--- src/rtl/synth_pkg.sv ---
// Shared types and widths for the synthesizer voice path.
package synth_pkg;

    typedef enum logic [1:0] {
        WAVE_SQUARE = 2'd0,
        WAVE_SAW    = 2'd1,
        WAVE_TRI    = 2'd2,
        WAVE_PULSE  = 2'd3
    } wave_t;

    localparam int PHASE_W  = 8;
    localparam int SAMPLE_W = 8;

endpackage

--- src/rtl/wave_shaper.sv ---
// Combinational phase-to-sample shaper; shared by the tone generator and the LFO.
module wave_shaper
    import synth_pkg::*;
(
    input  logic [PHASE_W-1:0]  phase,
    input  wave_t               wave,
    output logic [SAMPLE_W-1:0] sample
);

    // Map the phase onto the selected waveform (all unsigned, full scale 0..255)
    always_comb begin
        sample = '0;
        unique case (wave)
            WAVE_SQUARE: sample = phase[7] ? '0 : '1;
            WAVE_SAW:    sample = phase;
            WAVE_TRI:    sample = phase[7] ? ~{phase[6:0], 1'b0} : {phase[6:0], 1'b0};
            WAVE_PULSE:  sample = (phase[7:6] == 2'b00) ? '1 : '0;
        endcase
    end

endmodule

--- src/rtl/wave_gen.sv ---
// Tone generator: prescaler, 8-bit phase accumulator, glitch-free wave switching
// at phase wrap, registered sample output for the mixer/PWM stage.
module wave_gen
    import synth_pkg::*;
#(
    parameter int DIV_W = 16
) (
    input  logic             clk,
    input  logic             rst,
    input  logic [1:0]       wave_sel,
    input  logic             wave_sel_valid,
    input  logic [DIV_W-1:0] divider,
    output logic [7:0]       sample,
    output logic             sample_strobe,
    output logic [1:0]       active_wave,
    output logic             wrap
);

    localparam logic [DIV_W-1:0]   DIV_ONE   = 1;
    localparam logic [PHASE_W-1:0] PHASE_ONE = 1;

    logic [DIV_W-1:0]    div_cnt;
    logic [PHASE_W-1:0]  phase;
    logic [PHASE_W-1:0]  phase_inc;
    logic                pending_flag;
    wave_t               pending_sel;
    wave_t               active_q;
    wave_t               wave_in;
    wave_t               req_next;
    wave_t               wave_next;
    logic                mute;
    logic                step;
    logic                wrap_step;
    logic [SAMPLE_W-1:0] shaped;

    assign wave_in     = wave_t'(wave_sel);
    assign active_wave = active_q;
    assign mute        = (divider == '0);
    // >= rather than == so a divider lowered below the running count steps at once
    assign step        = !mute && (div_cnt >= (divider - DIV_ONE));
    assign wrap_step   = step && (phase == '1);
    assign phase_inc   = phase + PHASE_ONE;

    // Wave type to adopt at a switch point; a same-cycle request beats the pending one
    always_comb begin
        req_next = active_q;
        if (wave_sel_valid) begin
            req_next = wave_in;
        end else if (pending_flag) begin
            req_next = pending_sel;
        end
        wave_next = wrap_step ? req_next : active_q;
    end

    wave_shaper u_shaper (
        .phase  (phase_inc),
        .wave   (wave_next),
        .sample (shaped)
    );

    // Prescaler, phase accumulator, request register and output registers
    always_ff @(posedge clk) begin
        if (rst) begin
            div_cnt       <= '0;
            phase         <= '0;
            pending_flag  <= 1'b0;
            pending_sel   <= WAVE_SQUARE;
            active_q      <= WAVE_SQUARE;
            sample        <= '0;
            sample_strobe <= 1'b0;
            wrap          <= 1'b0;
        end else if (mute) begin
            // No phase is running, so any request can be applied immediately
            div_cnt       <= '0;
            phase         <= '0;
            sample        <= '0;
            sample_strobe <= 1'b0;
            wrap          <= 1'b0;
            active_q      <= req_next;
            pending_flag  <= 1'b0;
        end else begin
            sample_strobe <= step;
            wrap          <= wrap_step;
            if (step) begin
                div_cnt <= '0;
                phase   <= phase_inc;
                sample  <= shaped;
            end else begin
                div_cnt <= div_cnt + DIV_ONE;
            end
            if (wrap_step) begin
                active_q     <= wave_next;
                pending_flag <= 1'b0;
            end else if (wave_sel_valid) begin
                pending_sel  <= wave_in;
                pending_flag <= 1'b1;
            end
        end
    end

endmodule

--- config.mk ---
export PLATFORM = sky130hd
export DESIGN_NAME = wave_gen
export DESIGN_NICKNAME = d
export VERILOG_FILES = /design/src/rtl/synth_pkg.sv /design/src/rtl/wave_shaper.sv /design/src/rtl/wave_gen.sv
export SDC_FILE = /design/constraint.sdc
export NUM_CORES = 1
export LEC_CHECK = 0
export CAP_MARGIN = 20
export CORE_ASPECT_RATIO = 2
export CORE_MARGIN = 1.5
export CORE_UTILIZATION = 56
export DETAILED_ROUTE_END_ITERATION = 10
export PLACE_DENSITY = 0.81
export SYNTH_ARGS = -nofsm -noshare
export SYNTH_HDL_FRONTEND = slang
export SYNTH_SLANG_ARGS = --single-unit
--- constraint.sdc ---
create_clock -name clk -period 4.3 [get_ports clk]
set_input_delay 0.43 -clock clk [delete_from_list [all_inputs] [get_ports clk]]
set_output_delay 0.43 -clock clk [all_outputs]
set_load 0.005 [all_outputs]
==> results.sh <==
export IMPL_overflow=0
export IMPL_cap_violations=0
export IMPL_yosys_warnings=0
export IMPL_drt_first_pass_iters=5
export IMPL_cts_tree="built"
export IMPL_tightest_slew_ns=0.547
export IMPL_route_met3_wl_um=128
export IMPL_layout_common_cells="dfxtp_1 (39), clkdlybuf4s50_1 (32), nor2_1 (28)"
export IMPL_synth_enable_flop_cells=0
export IMPL_dr_max_layer_used="met4"
export IMPL_fin_crit_sh=0.947
export IMPL_final_antenna_net_count=0
export IMPL_rsz0062_at_grt="no"
export IMPL_p_clk_frac=0.357
export IMPL_drc_errors=0
export IMPL_core_area_mm2=0.00438
export IMPL_synth_distinct_cells=50
export IMPL_crit_fanout=6
export IMPL_syn_instance_count=281
export IMPL_clockBufferDepth=2
export IMPL_fin_nets=360
export IMPL_fmax_mhz=246
export IMPL_setup_tns_ns=0
export IMPL_worst_setup_path_type="in -> reg"
export IMPL_holdWs_ns=0.481
export IMPL_cp_required_ns=4.53
export IMPL_wl_met2_um=3320
export IMPL_ys_ff_latch=39
export IMPL_gr_usage_all_layers=0.255
export IMPL_worst_endpoint_arrival_ns=4.31
export IMPL_viasPerCell=5.78
export IMPL_setup_viol=0
export IMPL_ctsHoldBuffers=0
export IMPL_die_w_um=50.8
export IMPL_cts_root_buf="clkbuf_8"
export IMPL_synthMuxAreaShare=0.0659
export IMPL_synthSimpleGateAreaFrac=0.273
export IMPL_yosysSeqAreaShare=0.305
export IMPL_clkTransAtPathRegs_ns=0.07
export IMPL_die_h_um=98.7
export IMPL_p_leak_nw=1.17
export IMPL_final_common_cell="dfxtp_1"
export IMPL_intPower_w=0.000530
export IMPL_clk_latency_ns=0.30
export IMPL_regArea_um2=781
export IMPL_placed_cells=366
export IMPL_finalHoldViolCount=0
export IMPL_combPwrFrac=0.113
export IMPL_wl_um=5780
export IMPL_endpoint_kind="flip-flop"
export IMPL_grt_pass1_vias=2276
export IMPL_grt_pass1_wl_um=9720
export IMPL_vias=2155
export IMPL_area_delta_synth_final_pct=17.8
export IMPL_avgSynthCellArea_um2=9.12
export IMPL_synth_top_family_by_area="simple AND/OR/NAND/NOR gates"
export IMPL_gp_congestion=0.943
export IMPL_layout_cells_non_filler=373
export IMPL_maxSlewHeadroom=0.633
export IMPL_num_rows=34
export IMPL_initial_utilization=0.585
export IMPL_outcome="complete, no violations"
export IMPL_power_density_mw_per_mm2=231
export IMPL_postCtsSetupRepairBufs=0
export IMPL_syn_num_nets=322
export IMPL_vdd_drop_max_uv=224
export IMPL_htree_levels=2
export IMPL_drive_gt1_frac=0.113
export IMPL_pin_count=33
export IMPL_dieArea_mm2=0.00502
export IMPL_fillerInstances=363
export IMPL_report_final_slew_viol_count=0
export IMPL_cts_buffers=5
export IMPL_switching_share=0.240
export IMPL_fin_skew_ns=0.00579
export IMPL_syn_area_mm2=0.00256
export IMPL_drtIter0Drc=49
export IMPL_p_seq_frac=0.530
export IMPL_layout_min_cycle_time_ns=4.07
export IMPL_multi_input_area_mm2=0.00171
export IMPL_p_switching_w=0.000168
export IMPL_synth_xor_area_frac=0.133
export IMPL_clock_sinks=39
export IMPL_grt_max_degree=16
export IMPL_start_kind="primary input"
export IMPL_dpl_hpwl_um=4550
export IMPL_synth_compound_area_frac=0.0952
export IMPL_synth_ff_type="dfxtp_1"
export IMPL_antenna_cells=0
export IMPL_antenna_found_initial=0
export IMPL_hold_class="reg -> reg"
export IMPL_synthAdderAreaFrac=0.0976
export IMPL_io_buffers=32
export IMPL_wl_met1_um=2060
export IMPL_synth_async_reset_ratio=0
export IMPL_wl_per_cell_um=15.5
[layer usage]
| metal | track usage | up-vias |
|---|---|---|
| met5 | 0 | - |
| met4 | 0.173 | 0 |
| met3 | 0.0288 | 18 |
| met2 | 0.490 | 42 |
| met1 | 0.234 | 1027 |
| li1 | - | 1068 |
[layout make-up]
cell class	instances	area share
Clock buffer	6	0.0274
Clock inverter	1	0.00166
Inverter	6	0.00746
Multi-Input combinational cell	231	0.567
Sequential cell	39	0.259
Tap cell	54	0.0224
Timing Repair Buffer	36	0.116
[flip-flops by register name, indices dropped and copies added, names as in the netlist]
register and flops:
active_wave 2, div_cnt 16, pending_flag 1, pending_sel 2
phase 8, sample 8, sample_strobe 1, wrap 1
[per-stage QoR]
step | area (um2) | worst slack, ns | power (W) | utilization
after floorplan | 2560 | 1.01 | 0.000420 | -
after global placement | 2930 | 0.172 | 0.000453 | 0.668
after detailed placement | 2930 | -0.00245 | 0.000456 | 0.668
after CTS | 3010 | 0.297 | 0.000705 | 0.688
after global routing | 3020 | 0.0573 | 0.000723 | 0.689
final | 3020 | 0.228 | 0.000698 | 0.689
[final timing paths]
check	from	end	slack (ns)	cells past startpoint
hold / removal	div_cnt[0]$_SDFF_PP0_	div_cnt[0]$_SDFF_PP0_	0.48	1
setup reg to reg	div_cnt[0]$_SDFF_PP0_	sample[1]$_SDFFE_PP0P_	1.30	10
setup / recovery	divider[0]	sample[1]$_SDFFE_PP0P_	0.23	16
hold reg to reg	div_cnt[0]$_SDFF_PP0_	div_cnt[0]$_SDFF_PP0_	0.48	1
[worst max-delay path, stage by stage]
cell             delay [ns]
clkdlybuf4s50_1        0.44
inv_1                  0.10
ha_1                   0.19
nor3b_2                0.32
nand3_1                0.20
nor4_1                 0.27
xnor2_1                0.20
ha_1                   0.30
a21oi_1                0.15
a21boi_0               0.11
a311o_1                0.36
o21ai_0                0.40
o21ai_2                0.20
a21oi_1                0.21
mux2_1                 0.35
nand3_1                0.09
[cells by family after synthesis]
logic type,after synthesis
multiplexers,16
AND/OR/NAND/NOR,120
XOR/XNOR,39
AO/OA/AOI/OAI,36
adder cells (fa/ha/maj),20
flip-flops,39
buffers and inverters,11
[power by group through the flow]
stage	logic [W]	registers [W]	clock network [W]
final	0.0000787	0.000370	0.000249
after global routing	0.0000867	0.000370	0.000266
after CTS	0.0000789	0.000369	0.000257
after detailed placement	0.0000786	0.000378	0
after global placement	0.0000748	0.000378	0
after floorplan	0.0000430	0.000377	0
[cell usage after synthesis, types with 3 or more instances]
master | instances | area share
nand3_1 | 15 | 0.029
o21ai_0 | 5 | 0.0098
nand2_1 | 22 | 0.032
xnor2_1 | 17 | 0.058
xor2_1 | 22 | 0.075
nor3b_2 | 3 | 0.015
nand4_1 | 6 | 0.015
and3_1 | 4 | 0.0098
mux2_1 | 6 | 0.026
nand2b_1 | 4 | 0.0098
ha_1 | 20 | 0.098
a22oi_1 | 7 | 0.020
nor4_1 | 5 | 0.012
nor3_1 | 5 | 0.0098
inv_1 | 6 | 0.0088
nor2_1 | 29 | 0.042
dfxtp_1 | 39 | 0.30
nor2_4 | 10 | 0.044
mux2i_1 | 9 | 0.035
a21oi_1 | 11 | 0.021
[timing repair]
action                     CTS  global route
resized for setup            0             2
hold endpoints to repair     0             0
setup endpoints to repair    0             4
Power figures use the tool's default switching activity.
